## src/rtl/serial_mag_comp_ctrl_if.sv

```systemverilog
// rtl/serial_mag_comp_ctrl_if.sv - request and 1-bit comparator signals of serial_mag_comp_ctrl
interface serial_mag_comp_ctrl_if #(
  parameter int WIDTH = 8
);
  logic             start;
  logic [WIDTH-1:0] a;
  logic [WIDTH-1:0] b;
  logic             busy;
  logic             done;
  logic             gt;
  logic             eq;
  logic             lt;
  logic             err;
  logic             cmp_a;
  logic             cmp_b;
  logic             cmp_gt;
  logic             cmp_eq;
  logic             cmp_lt;

  modport slave (
    input  start, a, b, cmp_gt, cmp_eq, cmp_lt,
    output busy, done, gt, eq, lt, err, cmp_a, cmp_b
  );

  modport master (
    output start, a, b, cmp_gt, cmp_eq, cmp_lt,
    input  busy, done, gt, eq, lt, err, cmp_a, cmp_b
  );
endinterface

```

## src/rtl/serial_mag_comp_ctrl.sv

```systemverilog
// rtl/serial_mag_comp_ctrl.sv - MSB-first serial magnitude compare over one shared 1-bit comparator
// Optional comparator response checking: define SERIAL_CMP_CHECK_EN.
module serial_mag_comp_ctrl #(
  parameter int WIDTH = 8
) (
  input  logic                  clk,
  input  logic                  rst,
  serial_mag_comp_ctrl_if.slave io
);
  localparam int IDX_W = (WIDTH > 1) ? $clog2(WIDTH) : 1;

  typedef enum logic {IDLE, RUN} state_t;

  state_t           state, state_n;
  logic [WIDTH-1:0] a_q, a_n;
  logic [WIDTH-1:0] b_q, b_n;
  logic [IDX_W-1:0] idx, idx_n;
  logic             gt_q, gt_n;
  logic             eq_q, eq_n;
  logic             lt_q, lt_n;
  logic             done_q, done_n;
  logic             bit_a, bit_b;

`ifdef SERIAL_CMP_CHECK_EN
  logic err_q, err_n;
  logic proto_ok;

  // The expected response is itself one-hot, so this also covers the one-hot rule.
  assign proto_ok = ({io.cmp_gt, io.cmp_eq, io.cmp_lt} ==
                     {bit_a & ~bit_b, ~(bit_a ^ bit_b), ~bit_a & bit_b});
  assign io.err   = err_q;
`else
  assign io.err   = 1'b0;
`endif

  assign bit_a    = (state == RUN) ? a_q[idx] : 1'b0;
  assign bit_b    = (state == RUN) ? b_q[idx] : 1'b0;
  assign io.cmp_a = bit_a;
  assign io.cmp_b = bit_b;
  assign io.busy  = (state == RUN);
  assign io.done  = done_q;
  assign io.gt    = gt_q;
  assign io.eq    = eq_q;
  assign io.lt    = lt_q;

  always_ff @(posedge clk or posedge rst) begin
    if (rst) begin
      state  <= IDLE;
      a_q    <= '0;
      b_q    <= '0;
      idx    <= '0;
      gt_q   <= 1'b0;
      eq_q   <= 1'b0;
      lt_q   <= 1'b0;
      done_q <= 1'b0;
`ifdef SERIAL_CMP_CHECK_EN
      err_q  <= 1'b0;
`endif
    end else begin
      state  <= state_n;
      a_q    <= a_n;
      b_q    <= b_n;
      idx    <= idx_n;
      gt_q   <= gt_n;
      eq_q   <= eq_n;
      lt_q   <= lt_n;
      done_q <= done_n;
`ifdef SERIAL_CMP_CHECK_EN
      err_q  <= err_n;
`endif
    end
  end

  always_comb begin
    state_n = state;
    a_n     = a_q;
    b_n     = b_q;
    idx_n   = idx;
    gt_n    = gt_q;
    eq_n    = eq_q;
    lt_n    = lt_q;
    done_n  = 1'b0;
`ifdef SERIAL_CMP_CHECK_EN
    err_n   = 1'b0;
`endif
    case (state)
      IDLE: begin
        if (io.start) begin
          a_n     = io.a;
          b_n     = io.b;
          idx_n   = IDX_W'(WIDTH - 1);
          gt_n    = 1'b0;
          eq_n    = 1'b0;
          lt_n    = 1'b0;
          state_n = RUN;
        end
      end
      RUN: begin
`ifdef SERIAL_CMP_CHECK_EN
        if (!proto_ok) begin
          err_n   = 1'b1;
          gt_n    = 1'b0;
          eq_n    = 1'b0;
          lt_n    = 1'b0;
          state_n = IDLE;
        end else
`endif
        // An all-zero response falls through to the equal path.
        if (io.cmp_gt) begin
          gt_n    = 1'b1;
          done_n  = 1'b1;
          state_n = IDLE;
        end else if (io.cmp_lt) begin
          lt_n    = 1'b1;
          done_n  = 1'b1;
          state_n = IDLE;
        end else if (idx == '0) begin
          eq_n    = 1'b1;
          done_n  = 1'b1;
          state_n = IDLE;
        end else begin
          idx_n   = idx - IDX_W'(1);
        end
      end
      default: state_n = IDLE;
    endcase
  end
endmodule

```

## src/flat_wrapper.sv

```systemverilog
// flat-port wrapper written by rule: the top's interface ports become plain ports
module serial_mag_comp_ctrl_flat 
#(
  parameter int WIDTH = 8
)
  (clk, rst, io_start, io_a, io_b, io_cmp_gt, io_cmp_eq, io_cmp_lt, io_busy, io_done, io_gt, io_eq, io_lt, io_err, io_cmp_a, io_cmp_b);
  serial_mag_comp_ctrl_if #(.WIDTH(WIDTH)) io_i ();
  input  logic clk;
  input  logic rst;
  input wire logic [$bits(io_i.start)-1:0] io_start;
  input wire logic [$bits(io_i.a)-1:0] io_a;
  input wire logic [$bits(io_i.b)-1:0] io_b;
  input wire logic [$bits(io_i.cmp_gt)-1:0] io_cmp_gt;
  input wire logic [$bits(io_i.cmp_eq)-1:0] io_cmp_eq;
  input wire logic [$bits(io_i.cmp_lt)-1:0] io_cmp_lt;
  output wire logic [$bits(io_i.busy)-1:0] io_busy;
  output wire logic [$bits(io_i.done)-1:0] io_done;
  output wire logic [$bits(io_i.gt)-1:0] io_gt;
  output wire logic [$bits(io_i.eq)-1:0] io_eq;
  output wire logic [$bits(io_i.lt)-1:0] io_lt;
  output wire logic [$bits(io_i.err)-1:0] io_err;
  output wire logic [$bits(io_i.cmp_a)-1:0] io_cmp_a;
  output wire logic [$bits(io_i.cmp_b)-1:0] io_cmp_b;
  assign io_i.start = io_start;
  assign io_i.a = io_a;
  assign io_i.b = io_b;
  assign io_i.cmp_gt = io_cmp_gt;
  assign io_i.cmp_eq = io_cmp_eq;
  assign io_i.cmp_lt = io_cmp_lt;
  assign io_busy = io_i.busy;
  assign io_done = io_i.done;
  assign io_gt = io_i.gt;
  assign io_eq = io_i.eq;
  assign io_lt = io_i.lt;
  assign io_err = io_i.err;
  assign io_cmp_a = io_i.cmp_a;
  assign io_cmp_b = io_i.cmp_b;
  serial_mag_comp_ctrl #(.WIDTH(WIDTH)) u_core (.clk(clk), .rst(rst), .io(io_i));
endmodule
```

## config.mk

```make
export PLATFORM = sky130hd
export DESIGN_NAME = serial_mag_comp_ctrl_flat
export DESIGN_NICKNAME = d
export VERILOG_FILES = /design/src/rtl/serial_mag_comp_ctrl_if.sv /design/src/rtl/serial_mag_comp_ctrl.sv /design/src/flat_wrapper.sv
export SDC_FILE = /design/constraint.sdc
export NUM_CORES = 1
export LEC_CHECK = 0
export CORE_ASPECT_RATIO = 0.7
export CORE_MARGIN = 1
export CORE_UTILIZATION = 35
export DETAILED_ROUTE_END_ITERATION = 8
export PLACE_DENSITY = 0.62
export SETUP_SLACK_MARGIN = 0.3
export SYNTH_ARGS = -nofsm -noshare
export SYNTH_HDL_FRONTEND = slang
export SYNTH_SLANG_ARGS = --single-unit
```

## constraint.sdc

```tcl
create_clock -name clk -period 2.01 [get_ports clk]
set_input_delay 0.201 -clock clk [delete_from_list [all_inputs] [get_ports clk]]
set_output_delay 0.201 -clock clk [all_outputs]
set_load 0.01 [all_outputs]
```

# Word level (Yosys, flattened, before mapping)
# Index checks and enable logic that the tools add are counted.
# totals
ff_bits	24
out_inout_bits	8
# classes
n_addsub	1
magnitude_cmp	1
eq_ne	7
muxes	30
n_bitwise	1
reduce_logical	6
# op_table
cell	count
$mux 1	19
$ne 2x2->1 const B	7
$mux 3	4
$pmux 1 s2	4
$reduce_and 4->1	2
$bmux 1 s3	2
$pmux 3 s2	1
$lt 3x4->1 const B	1
$reduce_and 2->1	2
$logic_not 3->1	1
$reduce_and 3->1	1
$sub 3x1->3 const B	1
$not 1->1	1

# Longest topological paths before layout
# logic_depth
word_depth	5
depth_mapped	6
depth_no_buf	5

# Worst setup path before layout
# OpenSTA, ideal clock, no wires.
# synth_timing
path_kind	register -> register
startpoint	reg u_core.idx[1]
endpoint	reg u_core.idx[0]
arrival_ns	1.399
required_time_ns	1.885
slack_ns	0.487
stages_incl_launch_ff	7
path_buffers	1
synth_period_minus_slack_ns	1.523
cell_sequence	dfrtp_1 clkbuf_2 inv_1 ha_1 and2b_2 or2_0 mux2_2
# synth_between
elab_chain_len	3
# synth_lines
element	line	text
start, declared	serial_mag_comp_ctrl.sv:17	logic [IDX_W-1:0] idx, idx_n;
start signal, assigned	serial_mag_comp_ctrl.sv:63	idx <= idx_n;
$logic_not 3->1	serial_mag_comp_ctrl.sv:117	end else if (idx == '0) begin
$ne 2x2->1 (no source line)	-	
$reduce_and 4->1 (no source line)	-	
# Every way passes these cells.
# A chain may end at the register's enable or synchronous reset.

# Final worst setup path
# layout_timing
startpoint	reg u_core.idx[2]
endpoint	out io_cmp_a
# layout_between
elab_chain_len	3
# layout_lines
element	line	text
$bmux 1 s3	serial_mag_comp_ctrl.sv:36	assign bit_a = (state == RUN) ? a_q[idx] : 1'b0;
$mux 1 (implied by the code)	serial_mag_comp_ctrl.sv:36	
$mux 1	serial_mag_comp_ctrl.sv:36	
end, declared	flat_wrapper.sv:22	output wire logic [$bits(io_i.cmp_a)-1:0] io_cmp_a;
# Every way passes these cells. The select of a mux whose other input is x is not followed.

==> flow_summary.ini <==
[run_status]
status = complete, no violations

[worst_setup_path]
cp-end-kind = output pin
critPathKind = register to output pin
crit_family = flip-flops
cpMostUsedCell = buf_6
start_kind = register
critical_path_peak_fanout = 3
cp.required_ps = 1810
crit_arrival_ps = 1510
crit_chain = buf_6 > buf_6 > mux4_2 > nand2_2 > a21oi_2 > buf_2
reg2reg_depth = 6
critPathMaxStageDelay_ps = 460
cp.depth = 6
critPathBufInv = 3
critPathSlowestCell = dfrtp_2

[pwr]
p_switching_uw = 294
seqPwrFrac_pct = 50.2
p_sw_share_pct = 24.5
vdd_ir_drop_max_mv = 0.470
p_comb_share_pct = 22.8
p_clk_share_pct = 26.9
leakagePower_uw = 0.000666
intPower_uw = 907
powerDensity_nw_per_um2 = 788

[placed_design]
routabilityCongestion = 0.731
hpwl_microns = 1460
numPortBuffers = 27
place_area_sq_um = 1420

[synthesis]
synthArstFlopShare_pct = 100
ys_types = 23
syn_inst = 89
ys_ff_latch = 24
synth_edf_count = 0
yosysWarnings = 0
syn_nets = 113
syn_area_sq_um = 1130
syn_avg_cell_area_sq_um = 12.7
ys.flop_type = dfrtp_1
yosysSeqAreaShare_pct = 53.0

[sta]
final_hold_viol_count = 0
post-route-period-util_pct = 85.2
fmax_ghz = 0.584
clock_skew_ps = 3.18
fin_crit_ps = 1710
fin_tns_setup_ps = 0
rsz0062_at_grt = yes
setup_viol = 0
hold_ws_ps = 270
drv_slew = 0

[floorplanning]
ioPinCount = 30
die_x_microns = 70.0
start_util_pct = 38.7
rows = 16
dieArea_sq_um = 3470
coreArea_sq_um = 2920
die_h_microns = 49.6

[route]
vias = 757
drt-initial-drc-count = 35
wl_per_cell_microns = 13.1
final_antenna_net_count = 0
drc = 0
wl_microns = 2060
vias_per_cell = 4.79
wl_met3_microns = 152
wl_met1_microns = 1040
top_layer = met4
drtPass1Iterations = 4
dr_wl_met2_microns = 861

[finish]
finish.instance_area_sq_um = 1530
syn_to_final_growth_pct = 34.7
layout.nets = 147
final_common_cell = clkdlybuf4s50_1
final_cell_mix = clkdlybuf4s50_1 (25), dfrtp_1 (22), mux2_2 (17)
antennaDiodeCount = 0
drive_gt1_share_pct = 34.4

[global_route]
grt_pass1_vias = 774
antenna_found_initial = 0
grt_overflow = 0
grt_pass1_wl_microns = 3540
grt_max_degree = 25
grt_use_total_pct = 13.4

[clock_tree]
clk_pin_slew_ps = 80
clockRootBuffer = clkbuf_8
cts_made_buffers = 3
cts_htree_levels = 1
insertion_delay_ps = 260
cts_tree = done
cts_hold_buf = 0
cts.path.max_buffers = 2
cts.sinks = 24

[worst_hold_path]
hold_path_class = input port to async pin

[flow_run]
cap_violations = 0
-- layout make-up --
class                           count  area (sq um)
Clock buffer                        4          55.1
Fill cell                         257          1400
Inverter                            6          22.5
Multi-Input combinational cell     53           472
Sequential cell                    24           603
Tap cell                           36          45.0
Timing Repair Buffer               35           328
-- repair_timing --
item / CTS / global route
gates resized for setup: 11 / 3
setup endpoints to repair: 2 / 3
buffers inserted: 3 / 3
pin swaps: 0 / 2
-- registers in the layout, indices dropped and copies added, names as in the netlist --
name            count
u_core.a_q          8
u_core.b_q          8
u_core.idx          3
u_core.io.busy      1
u_core.io.done      1
u_core.io.eq        1
u_core.io.gt        1
u_core.io.lt        1
-- synthesized netlist by cell type, types with 2 or more instances --
cell type	count	area, sq um
dfrtp_1	24	601
mux2_2	17	191
nor2_1	8	30.0
inv_1	6	22.5
a21oi_1	5	25.0
mux4_2	4	90.1
nand2_1	4	15.0
buf_4	3	22.5
and2b_2	2	17.5
ha_1	2	25.0
o22ai_1	2	12.5
-- path summary, 6_finish.rpt --
check,slack [ps],start,to
min,270,rst,u_core.b_q[4]
max,300,u_core.idx[2],io_cmp_a
max reg2reg,390,u_core.idx[1],u_core.idx[0]
max in group asynchronous,1480,rst,u_core.idx[1]
min in group clk,510,u_core.b_q[2],u_core.b_q[2]
min reg2reg,510,u_core.b_q[2],u_core.b_q[2]
-- worst reg2reg max path: stages (launching register included) --
cell and delay, ps:
dfrtp_2 420, buf_4 130, inv_1 50, ha_1 180, and2b_2 230, or2_0 240
mux2_2 260
-- power by group through the flow --
stage	Clock, uW	Sequential, uW	Combinational, uW
2_1_floorplan	0	597	184
3_3_place_gp	0	615	262
3_5_place_dp	0	617	267
4_1_cts	336	604	274
5_1_grt	359	614	302
6_report	324	604	274
-- metal layers --
metal,vias up,GRT usage (%)
li1,370,-
met3,2,5.73
met5,-,0
met1,359,17.8
met2,26,20.4
met4,0,3.00
-- per-stage QoR --
stage          std cells  total power, uW  setup slack [ps]  utilization [%]
6_report             158             1200               298             52.2
3_3_place_gp         148              878               130             48.5
5_1_grt              158             1270               235             52.2
3_5_place_dp         148              884               106             48.5
2_1_floorplan         89              781               487                -
4_1_cts              155             1210               238             51.1
-- cell families after synthesis --
family,share of synthesized area [%]
AO/OA/AOI/OAI,5.86
adder cells (fa/ha/maj),2.21
buffers and inverters,5.86
flip-flops,53.0
multiplexers,24.9
other,0.331
AND/OR/NAND/NOR,7.85
No activity file was read; power rests on OpenSTA's default activity.
